===== src/rtl/ulpb_rx_msg_fifo.sv =====
// Receive buffer behind a ulpb node RX port: completes the four-phase handshake and releases only committed messages.
// Optional build macro ULPB_RX_FIFO_DROP_CNT_EN enables the saturating dropped-message counter on DROP_CNT.
module ulpb_rx_msg_fifo #(
    parameter int unsigned ADDR_WIDTH = 8,
    parameter int unsigned DATA_WIDTH = 32,
    parameter int unsigned DEPTH      = 8,
    parameter int unsigned PTR_WIDTH  = 3
) (
    input  logic                  CLK,
    input  logic                  RESET,
    input  logic [ADDR_WIDTH-1:0] RX_ADDR,
    input  logic [DATA_WIDTH-1:0] RX_DATA,
    input  logic                  RX_PEND,
    input  logic                  RX_REQ,
    input  logic                  RX_FAIL,
    output logic                  RX_ACK,
    output logic [ADDR_WIDTH-1:0] MSG_ADDR,
    output logic [DATA_WIDTH-1:0] MSG_DATA,
    output logic                  MSG_LAST,
    output logic                  MSG_VALID,
    input  logic                  MSG_READY,
    output logic                  OVERFLOW,
    output logic [7:0]            DROP_CNT
);

    typedef logic [PTR_WIDTH:0] ptr_t;
    typedef enum logic [1:0] {IDLE, ACK, FAIL_ACK} state_t;

    localparam ptr_t PTR_ONE   = ptr_t'(1);
    localparam ptr_t DEPTH_CNT = ptr_t'(DEPTH);

    state_t state, state_nxt;
    logic [1:0] req_sync, fail_sync;
    logic req_s, fail_s;
    ptr_t rd_ptr, wr_ptr, commit_ptr;
    ptr_t wr_nxt, commit_nxt;
    ptr_t used, avail;
    logic discard, discard_nxt;
    logic we, ovf_set, pop, full;

    logic [ADDR_WIDTH-1:0] addr_mem [DEPTH];
    logic [DATA_WIDTH-1:0] data_mem [DEPTH];
    logic                  last_mem [DEPTH];

    assign req_s  = req_sync[1];
    assign fail_s = fail_sync[1];
    assign used   = wr_ptr - rd_ptr;
    assign avail  = commit_ptr - rd_ptr;
    assign full   = (used == DEPTH_CNT);

    assign MSG_VALID = (avail != '0);
    assign pop       = MSG_VALID && MSG_READY;
    assign MSG_ADDR  = MSG_VALID ? addr_mem[rd_ptr[PTR_WIDTH-1:0]] : '0;
    assign MSG_DATA  = MSG_VALID ? data_mem[rd_ptr[PTR_WIDTH-1:0]] : '0;
    assign MSG_LAST  = MSG_VALID ? last_mem[rd_ptr[PTR_WIDTH-1:0]] : 1'b0;

    // Two-flop synchronizers for the node's asynchronous request lines
    always_ff @(posedge CLK or posedge RESET) begin
        if (RESET) begin
            req_sync  <= '0;
            fail_sync <= '0;
        end else begin
            req_sync  <= {req_sync[0], RX_REQ};
            fail_sync <= {fail_sync[0], RX_FAIL};
        end
    end

    always_comb begin
        state_nxt   = state;
        wr_nxt      = wr_ptr;
        commit_nxt  = commit_ptr;
        discard_nxt = discard;
        we          = 1'b0;
        ovf_set     = 1'b0;
        case (state)
            IDLE: begin
                if (fail_s) begin
                    wr_nxt      = commit_ptr;
                    discard_nxt = 1'b0;
                    state_nxt   = FAIL_ACK;
                end else if (req_s) begin
                    if (!discard) begin
                        if (!full) begin
                            we     = 1'b1;
                            wr_nxt = wr_ptr + PTR_ONE;
                        end else begin
                            // No room: roll back the partial message and swallow its remainder
                            wr_nxt      = commit_ptr;
                            discard_nxt = 1'b1;
                            ovf_set     = 1'b1;
                        end
                    end
                    if (!RX_PEND) begin
                        commit_nxt  = wr_nxt;
                        discard_nxt = 1'b0;
                    end
                    state_nxt = ACK;
                end
            end
            ACK:      if (!req_s)  state_nxt = IDLE;
            FAIL_ACK: if (!fail_s) state_nxt = IDLE;
            default:  state_nxt = IDLE;
        endcase
    end

    always_ff @(posedge CLK or posedge RESET) begin
        if (RESET) begin
            state      <= IDLE;
            rd_ptr     <= '0;
            wr_ptr     <= '0;
            commit_ptr <= '0;
            discard    <= 1'b0;
            RX_ACK     <= 1'b0;
            OVERFLOW   <= 1'b0;
        end else begin
            state      <= state_nxt;
            wr_ptr     <= wr_nxt;
            commit_ptr <= commit_nxt;
            discard    <= discard_nxt;
            RX_ACK     <= (state_nxt != IDLE);
            if (ovf_set) OVERFLOW <= 1'b1;
            if (pop)     rd_ptr   <= rd_ptr + PTR_ONE;
        end
    end

    // Word store; contents are don't-care outside the committed window
    always_ff @(posedge CLK) begin
        if (we) begin
            addr_mem[wr_ptr[PTR_WIDTH-1:0]] <= RX_ADDR;
            data_mem[wr_ptr[PTR_WIDTH-1:0]] <= RX_DATA;
            last_mem[wr_ptr[PTR_WIDTH-1:0]] <= ~RX_PEND;
        end
    end

`ifdef ULPB_RX_FIFO_DROP_CNT_EN
    logic [7:0] drop_cnt;
    always_ff @(posedge CLK or posedge RESET) begin
        if (RESET)                             drop_cnt <= 8'h00;
        else if (ovf_set && drop_cnt != 8'hff) drop_cnt <= drop_cnt + 8'h01;
    end
    assign DROP_CNT = drop_cnt;
`else
    assign DROP_CNT = 8'h00;
`endif

endmodule


===== config.mk =====
export PLATFORM = sky130hd
export DESIGN_NAME = ulpb_rx_msg_fifo
export DESIGN_NICKNAME = d
export VERILOG_FILES = /design/src/rtl/ulpb_rx_msg_fifo.sv
export SDC_FILE = /design/constraint.sdc
export NUM_CORES = 1
export LEC_CHECK = 0
export BUFFER_PORTS_ARGS = -buffer_cell sky130_fd_sc_hd__buf_2
export CORE_ASPECT_RATIO = 2
export CORE_MARGIN = 1
export CORE_UTILIZATION = 25
export DETAILED_ROUTE_END_ITERATION = 6
export PLACE_DENSITY_LB_ADDON = 0.08
export SLEW_MARGIN = 0
export SYNTH_ARGS = -nofsm -noshare
export SYNTH_HDL_FRONTEND = slang
export SYNTH_SLANG_ARGS = --single-unit

===== constraint.sdc =====
create_clock -name CLK -period 11.8 [get_ports CLK]
set_clock_uncertainty 0.15 [all_clocks]
set_input_delay 1.77 -clock CLK [delete_from_list [all_inputs] [get_ports CLK]]
set_output_delay 1.77 -clock CLK [all_outputs]
set_load 0.005 [all_outputs]

==> metrics.txt, run 1 <==
FF+latch count, synth=349; asr flop ratio synth=approximately 6%; Synth warnings=0; CP arrival=3230 ps; Hold Crit Depth=0; mux contribution to synthesized area=13.6%; routed vias/inst=4.59; Initial Utilization=25.2%; first-iteration detailed-routing DRC count=427; Ant. Diodes=0; largest family of logic cells by synthesized area=multiplexers; Fin Hold WS=between 200 and 250 ps; max cap viols=0; sequential area share after synthesis=approximately 76%; Die X-Extent=between 150 and 200 um; # nets final=871; area grow syn2layout=17.5%; Worst Path Class, Setup=flop to output pin; Synth Area in Adders=0.730%; EDFF count, synth=328; Primary FF master, synth=edfxtp_1; Post-Syn Instances=a little over 700; Worst Tran Pin Value=961 ps; DR pass1 iterations=7; RSZ-0062 raised after global routing=no; cts bufs inserted=36; port bufs=89; clock root cell=clkbuf_16; vias=6966; Max H-tree Level=2; # setup viols final=0; peak supply drop=between 0.08 and 0.09 mV; fraction of layout cells with a size suffix above 1=30.0%; Required @ worst endpoint=9880 ps; Hold Vio Cnt, Final=0; clk_lat worst skew=530 ps; initial antenna violation count=9; xor/xnor share of the synthesized area=0.575%; vias in the first global route=7740; compound-gate portion of the synthesized area=3.16%; overall power=between 3000 and 4000 uW; post-synth top area share=71.9%; CP max FO=29; Total GRT Usage=a little over an eighth; top cells by area, synth=edfxtp_1 (72%), mux4_2 (13%), dfrtp_1 (3.8%); I/O pin count=98; post-CTS setup buffer count=0; drt drc=2; f_max=194 MHz; Synth area leader=edfxtp_1; die height=roughly 330 um; pwr dens=239 nW/um^2; PostCTS Resize Cnt=0; hold buffer count at cts=0; GP Congestion=0.703; CTS tree=yes; DP Area=between 10000 and 15000 sq um; max-slew violations=0; die area=between 50000 and 60000 sq um; Worst setup EP type=output pin; Pleak=0.00528 uW; Clock Sinks=349; Worst setup SP type=flop; simple-gate share of the synthesized area=4.17%; top cells by count, synth=edfxtp_1 (328), nand2_1 (90), mux4_2 (82); Detailed Route WL=between 30000 and 40000 um; Worst Hold Class=flop to flop; syn avg cell area=~19 sq um; global-route wire length before repair=about 53000 um; Relative slew margins=a little over a third; violated checks=DRC; Cells after DPL=1455; DP HPWL=around 19000 um; largest net degree at the start of global routing=59; status=finished with violations; grt ovf=0; Period Utilization, post-route=43.6%; Core Area=54400 sq um; # fillers=5296; Synth Cell Area=13700 sq um; Tmin final=just over 5000 ps; synth unique cells=between 40 and 50; DRT antenna net count=0; setup tns final=0 ps; design area=16100 sq um; # rows=121; clk slew on worst S/H paths=60 ps; non-filler cells in the finished layout=1516; worst reg-to-reg path cell count=10; Clock Path Buffers=3; post-DR wirelength/cell=23.4 um; most common cell in the netlist=edfxtp_1
[registers in the layout, summed over array words and instances (netlist names)]
signal      flops
OVERFLOW        1
RX_ACK          1
addr_mem       64
commit_ptr      4
data_mem      256
discard         1
fail_sync       2
last_mem        8
rd_ptr          4
req_sync        2
state           2
wr_ptr          4
[layout by cell type, fill, tap and decap left out, types with 4 or more instances in the layout]
| cell | count |
|---|---|
| clkbuf_1 | 5 |
| mux4_2 | 82 |
| nand2_1 | 90 |
| nor2_4 | 6 |
| clkinv_1 | 11 |
| buf_2 | 89 |
| buf_4 | 15 |
| o21ai_0 | 9 |
| edfxtp_1 | 328 |
| nor2b_1 | 4 |
| ha_1 | 8 |
| a21oi_1 | 48 |
| nor2_1 | 8 |
| xnor2_1 | 5 |
| inv_1 | 11 |
| clkbuf_16 | 37 |
| xor2_1 | 4 |
| dfrtp_1 | 18 |
| conb_1 | 8 |
| bufinv_16 | 4 |
[layout make-up]
| cell class | instances | area, sq um | share of cell area, % |
|---|---|---|---|
| Multi-Input combinational cell | 314 | 3140 | 19.5 |
| Clock inverter | 18 | 176 | 1.10 |
| Tap cell | 676 | 846 | 5.25 |
| Clock buffer | 43 | 958 | 5.95 |
| Timing Repair Buffer | 104 | 558 | 3.46 |
| Inverter | 12 | 45.0 | 0.280 |
| Sequential cell | 349 | 10400 | 64.5 |
[worst max-delay path, cell delays in order (launching register included)]
cell and delay (ps):
dfrtp_4 730, inv_1 130, ha_1 320, nor2b_1 130, o21ai_0 210, nand3_1 170
a211oi_4 270, buf_4 370, a21oi_1 170, buf_2 170
[per-layer routing]
layer / vias to the layer above / wire length (um) / global-route usage, %
met4: 6 / 1110 / 4.88
met1: 3705 / 14200 / 15.4
met2: 176 / 18800 / 23.7
met5: - / 35 / 0
met3: 67 / 1370 / 2.24
li1: 3012 / - / -
[logic make-up (layout without fill, tap and decap cells)]
kind of cell / Yosys count / after routing
flip-flops: 349 / 349
AND/OR/NAND/NOR: 129 / 129
multiplexers: 84 / 84
AO/OA/AOI/OAI: 76 / 76
buffers and inverters: 55 / 177
XOR/XNOR: 9 / 9
adder cells (fa/ha/maj): 8 / 8
other: 1 / 8
[through the flow]
stage | util, % | worst slack, ps
detailed placement | 27.6 | 7100
floorplan | - | 6110
global placement | 27.6 | 7070
CTS | 29.6 | 6500
global route | 29.6 | 6360
finish | 29.6 | 6650
[power breakdown]
group / switching [uW] / internal (uW) / total (uW) / leakage, uW
Clock: 466 / 662 / 1130 / 0.000555
Combinational: 670 / 529 / 1200 / 0.00153
Sequential: 89.6 / 1430 / 1520 / 0.00320
Total: 1220 / 2620 / 3850 / 0.00528
[path summary, 6_finish.rpt]
check / slack [ps] / to / start
max: 6650 / MSG_DATA[2] / rd_ptr[1]
min: 220 / fail_sync[1] / fail_sync[0]
max reg2reg: 7430 / addr_mem[0][3] / rd_ptr[2]
min reg2reg: 220 / fail_sync[1] / fail_sync[0]
max in group asynchronous: 9550 / rd_ptr[1] / RESET
min in group asynchronous: 1280 / rd_ptr[0] / RESET
Note: power is estimated with default switching activity, not from simulation.
==> run 2: changes to the inputs <==
- clock period: 11.8 -> 4.3 ns (I/O delays scaled with it)
==> metrics.txt, run 2 (synthesized netlist as in run 1, its figures left out) <==
worst setup margin=255 ps (-6400 ps); DP HPWL=18700 um (-2.6%); area grow syn2layout=18.4%; post-DR wirelength/cell=23.0 um (-1.8%); Tmin final=4040 ps; Worst path slowest cell=buf_4; Max H-tree Level=2 (unchanged); post-layout util=29.9% (+0.22 points); # nets final=876 (+0.57%); commonest non-fill, non-tap cell in the layout=edfxtp_1; fraction of layout cells with a size suffix above 1=30.7% (+0.73 points); Core Area=54400 sq um (unchanged); max-slew violations=0 (unchanged); Required @ worst endpoint=3500 ps (-6380 ps); post-place setup slack=666 ps (-6430 ps); Period Utilization, post-route=a little over nine tenths; clk_lat worst skew=530 ps (about the same); grt ovf=0 (unchanged); port bufs=89 (unchanged); cts bufs inserted=35 (-2.8%); most frequent cells in the layout=edfxtp_1 (328), nand2_1 (90), buf_2 (89); die height=333 um (unchanged); Relative slew margins=35.9% (about the same); GP Congestion=0.755 (+7.4%); clock root cell=clkbuf_16; Worst setup EP type=output pin; peak supply drop=0.275 mV (+230%); post-CTS setup buffer count=0 (unchanged); Total GRT Usage=12.8% (-0.33 points); max FFs per register=256 (unchanged); initial antenna violation count=6 (-3); I/O pin count=98 (unchanged); DR pass1 iterations=6 (-1); RSZ-0062 raised after global routing=no; global-route wire length before repair=51500 um (-2.4%); Die X-Extent=168 um (unchanged); Top delay family on crit path=buffers and inverters; non-filler cells in the finished layout=1523 (+0.46%); largest net degree at the start of global routing=87 (+47%); max incr delay on CP=590 ps (-140 ps); Clock Path Buffers=3 (unchanged); Worst Tran Pin Value=959 ps (-2.00 ps); status=finished clean; Cells after DPL=1460 (+0.34%); # fillers=5305 (+0.17%); vias=6887 (-1.1%); Hold Vio Cnt, Final=0 (unchanged); hold buffer count at cts=0 (unchanged); CP arrival=3250 ps (+20 ps); PostCTS Resize Cnt=0 (unchanged); Detailed Route WL=35000 um (-1.3%); Bufs and invs on worst path=4 (+1); Initial Utilization=25.2% (unchanged); die area=55800 sq um (unchanged); critical path, cell by cell=inv_2 -> buf_4 -> ha_1 -> o21ai_0 -> nand3_1 -> a211oi_4 -> buf_12 -> a21oi_1 -> buf_2; vias in the first global route=7612 (-1.7%); drt drc=0 (-2); first-iteration detailed-routing DRC count=464 (+8.7%); Clock Sinks=349 (unchanged); Worst setup SP type=flop; CP max FO=45 (+55%); DRT antenna net count=0 (unchanged); overall power=10600 uW (+180%); # rows=121 (unchanged); # setup viols final=0 (unchanged); CTS tree=yes; Pleak=0.00533 uW (+0.85%); pwr dens=652 nW/um^2 (+170%); Worst Path Class, Setup=flop to output pin; f_max=247 MHz; Worst Hold Class=primary input to flop; clk slew on worst S/H paths=60 ps (about the same); routed vias/inst=4.52 (-1.6%); max cap viols=0 (unchanged)
-- run 2: changes by cell type in the layout (fill, tap and decap cells not counted), moves of 2 or more --
| cell | before | now |
|---|---|---|
| clkbuf_1 | 5 | 9 |
| buf_12 | 0 | 4 |
| nor3_4 | 0 | 3 |
| nor3_2 | 3 | 0 |
| clkinv_1 | 11 | 5 |
| clkinv_2 | 3 | 5 |
-- run 2: through the flow --
stage	setup TNS, ps	hold WS, ps	instance area, sq um
global placement	0	202	15100
detailed placement	0	197	15100
CTS	0	56.9	16200
finish	0	81.4	16200
global route	0	69.5	16200
floorplan	-44040	181	13800
-- run 2: final timing paths --
check                                   from              to  slack [ps]  cells past startpoint
worst max-delay path               rd_ptr[2]     MSG_ADDR[0]         260                      9
worst min-delay path                  RX_REQ     req_sync[0]          80                      1
worst max register to register     wr_ptr[2]  addr_mem[6][3]         750                      7
worst min register to register  fail_sync[0]    fail_sync[1]         210                      0
max in group asynchronous              RESET       rd_ptr[1]        3280                      2
min in group asynchronous              RESET       wr_ptr[0]         120                      2
-- run 2: where the power goes --
group	switching (uW)	leakage (uW)	internal (uW)
combinational	2030	0.00159	1520
sequential	103	0.00320	3930
clock	1280	0.000536	1720
total	3410	0.00533	7180
-- run 2: area by class of cell --
cell class / instances / area (sq um) / area share [%]
multi-input cells: 314 / 3160 / 19.5
well taps: 676 / 846 / 5.21
clock inverters: 16 / 166 / 1.03
flip-flops and latches: 349 / 10400 / 64.0
clock buffers: 45 / 935 / 5.76
diodes: 1 / 2.50 / 0.0154
inverters: 12 / 45.0 / 0.278
repair buffers: 110 / 691 / 4.26
-- run 2: routing by layer --
metal,routed length (um),share of wire [%],track usage [%],vias to the layer above
met1,14000,40,14.9,3644
met4,869,2.5,4.47,8
met3,1420,4.1,2.24,49
met2,18600,53,23.3,156
li1,-,-,-,3030
met5,46,0.13,0,-
==> run 3: changes to the inputs <==
==> constraint.sdc (replaced) <==
create_clock -name CLK -period 4.3 [get_ports CLK]
set_clock_uncertainty 0.15 [all_clocks]
set_input_delay 1.29 -clock CLK [delete_from_list [all_inputs] [get_ports CLK]]
set_output_delay 1.29 -clock CLK [all_outputs]
set_load 0.005 [all_outputs]
==> metrics.txt, run 3 (synthesized netlist as in run 1, its figures left out) <==
die height=333 um (unchanged); critical path, cell by cell=inv_1 -> ha_1 -> nor2b_1 -> o21ai_1 -> nand3_1 -> a211oi_4 -> buf_8 -> a21oi_1 -> buf_2; Reg power frac=38.3% (+0.2 points); DR pass1 iterations=6 (unchanged); Clock Sinks=349 (unchanged); Hold Path End=fail_sync[1]; post-layout util=29.9% (+0.037 points); max-slew violations=0 (unchanged); R2R Path End=data_mem[4][26]; Fin Hold WS=205 ps (+124 ps); most frequent cells in the layout=edfxtp_1 (328), nand2_1 (90), buf_2 (89); overall power=10500 uW (-0.48%); Comb power frac=33.3% (-0.3 points); port bufs=89 (unchanged); area grow syn2layout=18.6%; max FFs per register=256 (unchanged); Hold Vio Cnt, Final=0 (unchanged); # setup viols final=0 (unchanged); RR Startpoint=rd_ptr[0]; Total GRT Usage=13.1% (+0.29 points); clk slew on worst S/H paths=70 ps (about the same); hold buffer count at cts=0 (unchanged); vias=6977 (+1.3%); Net Switching=3370 uW (-1.3%); CP max FO=17 (-62%); Required @ worst endpoint=2860 ps (-640 ps); vias in the first global route=7774 (+2.1%); GP Congestion=0.744 (-1.4%); status=finished clean; grt ovf=0 (unchanged); Core Area=54400 sq um (unchanged); non-filler cells in the finished layout=1530 (+0.46%); Cells after DPL=1464 (+0.27%); Period Utilization, post-route=95.4% (+1.4 points); CP arrival=2660 ps (-590 ps); largest net degree at the start of global routing=86 (-1.1%); max incr delay on CP=490 ps (-100 ps); Relative slew margins=39.4% (+3.5 points); f_max=244 MHz (-1.4%); Worst setup SP type=flop; post-CTS setup buffer count=0 (unchanged); I/O pin count=98 (unchanged); Worst Tran Pin Value=908 ps (-51.1 ps); internal power=7170 uW (about the same); drt drc=0 (unchanged); DRT antenna net count=0 (unchanged); routed vias/inst=4.56 (+0.84%); post-DR wirelength/cell=23.2 um (+0.82%); clock root cell=clkbuf_16; clock power share=28.4% (about the same); peak supply drop=0.336 mV (+22%); Worst Path Class, Setup=flop to output pin; Worst setup EP type=output pin; worst reg-to-reg path cell count=8 (+1); Die X-Extent=168 um (unchanged); initial antenna violation count=7 (+1); cts bufs inserted=35 (unchanged); first-iteration detailed-routing DRC count=355 (-23%); # rows=121 (unchanged); clk_lat worst skew=530 ps (about the same); max cap viols=0 (unchanged); Hold Crit Depth=0 (-1); Pleak=0.00535 uW (+0.36%); Worst Hold Class=flop to flop; # nets final=879 (+0.34%); Initial Utilization=25.2% (unchanged); CTS tree=yes; Worst path slowest cell=dfrtp_4; global-route wire length before repair=52700 um (+2.3%); min-delay src=fail_sync[0]; Net Sw Frac=32.0% (-0.26 points); pwr dens=648 nW/um^2 (-0.60%); DP HPWL=19700 um (+5.2%); die area=55800 sq um (unchanged); commonest non-fill, non-tap cell in the layout=edfxtp_1; Tmin final=4100 ps (+59.1 ps); Max H-tree Level=2 (unchanged); Detailed Route WL=35400 um (+1.3%); fraction of layout cells with a size suffix above 1=30.9% (+0.14 points); R2R Setup Slk=890 ps (+140 ps); Clock Path Buffers=3 (unchanged)
==> run 3: cell count changes in the layout (fill, tap and decap cells not counted), sizes merged <==
cell / previous run / this run
clkbuf: 46 / 44
diode: 1 / 2
clkinvlp: 1 / 0
clkinv: 11 / 16
buf: 109 / 113
==> run 3: area by class of cell <==
class                           instances  area (sq um)
Timing Repair Buffer                  113           699
Sequential cell                       349         10400
Clock buffer                           44           931
Multi-Input combinational cell        314          3160
Fill cell                            5264         38100
Antenna cell                            2          5.00
Clock inverter                         20           179
Inverter                               12          45.0
Tap cell                              676           846
==> run 3: per-stage QoR <==
| stage | cell area (sq um) | worst slack (ps) | TNS, ps |
|---|---|---|---|
| detailed placement | 15100 | 534 | 0 |
| floorplan | 13800 | -306 | -44040 |
| global placement | 15100 | 518 | 0 |
| global route | 16200 | -8.59 | -8.59 |
| CTS | 16200 | 27.9 | 0 |
| finish | 16200 | 196 | 0 |
==> run 3: power groups by stage <==
stage | clock network [uW] | logic, uW | registers (uW)
global placement | 0 | 3620 | 4100
finish | 2990 | 3510 | 4030
floorplan | 0 | 2260 | 4070
global route | 3200 | 3880 | 4050
CTS | 3110 | 3650 | 4040
detailed placement | 0 | 3630 | 4110
==> run 3: routing by layer <==
layer	wire, um	GRT usage [%]
met1	14600	15.5
met2	18800	23.6
met3	1270	2.28
met4	742	4.20
met5	54	0
==> run 3: what timing repair did <==
item                       4_1_cts  5_1_grt
setup endpoints to repair        6       42
pin swaps                        0        1
gates resized for setup          1        3
==> run 3: critical path: cells and delay by family (launching register included) <==
| family | cells | cell delay [ps] |
|---|---|---|
| AO/OA/AOI/OAI | 3 | 590 |
| adder cells (fa/ha/maj) | 1 | 240 |
| buffers and inverters | 3 | 500 |
| flip-flops | 1 | 490 |
| AND/OR/NAND/NOR | 2 | 270 |
==> run 3: worst max-delay path by stage <==
| stage | to | cells past startpoint | start | slack, ps |
|---|---|---|---|---|
| after CTS | MSG_DATA[23] | 9 | rd_ptr[1] | 30 |
| final | MSG_DATA[23] | 9 | rd_ptr[1] | 200 |
| after global placement | MSG_DATA[23] | 9 | rd_ptr[1] | 520 |
| after floorplan | addr_mem[1][0] | 9 | rd_ptr[2] | -310 |
| after global routing | MSG_DATA[23] | 9 | rd_ptr[1] | -9 |
| after detailed placement | MSG_DATA[23] | 9 | rd_ptr[1] | 530 |
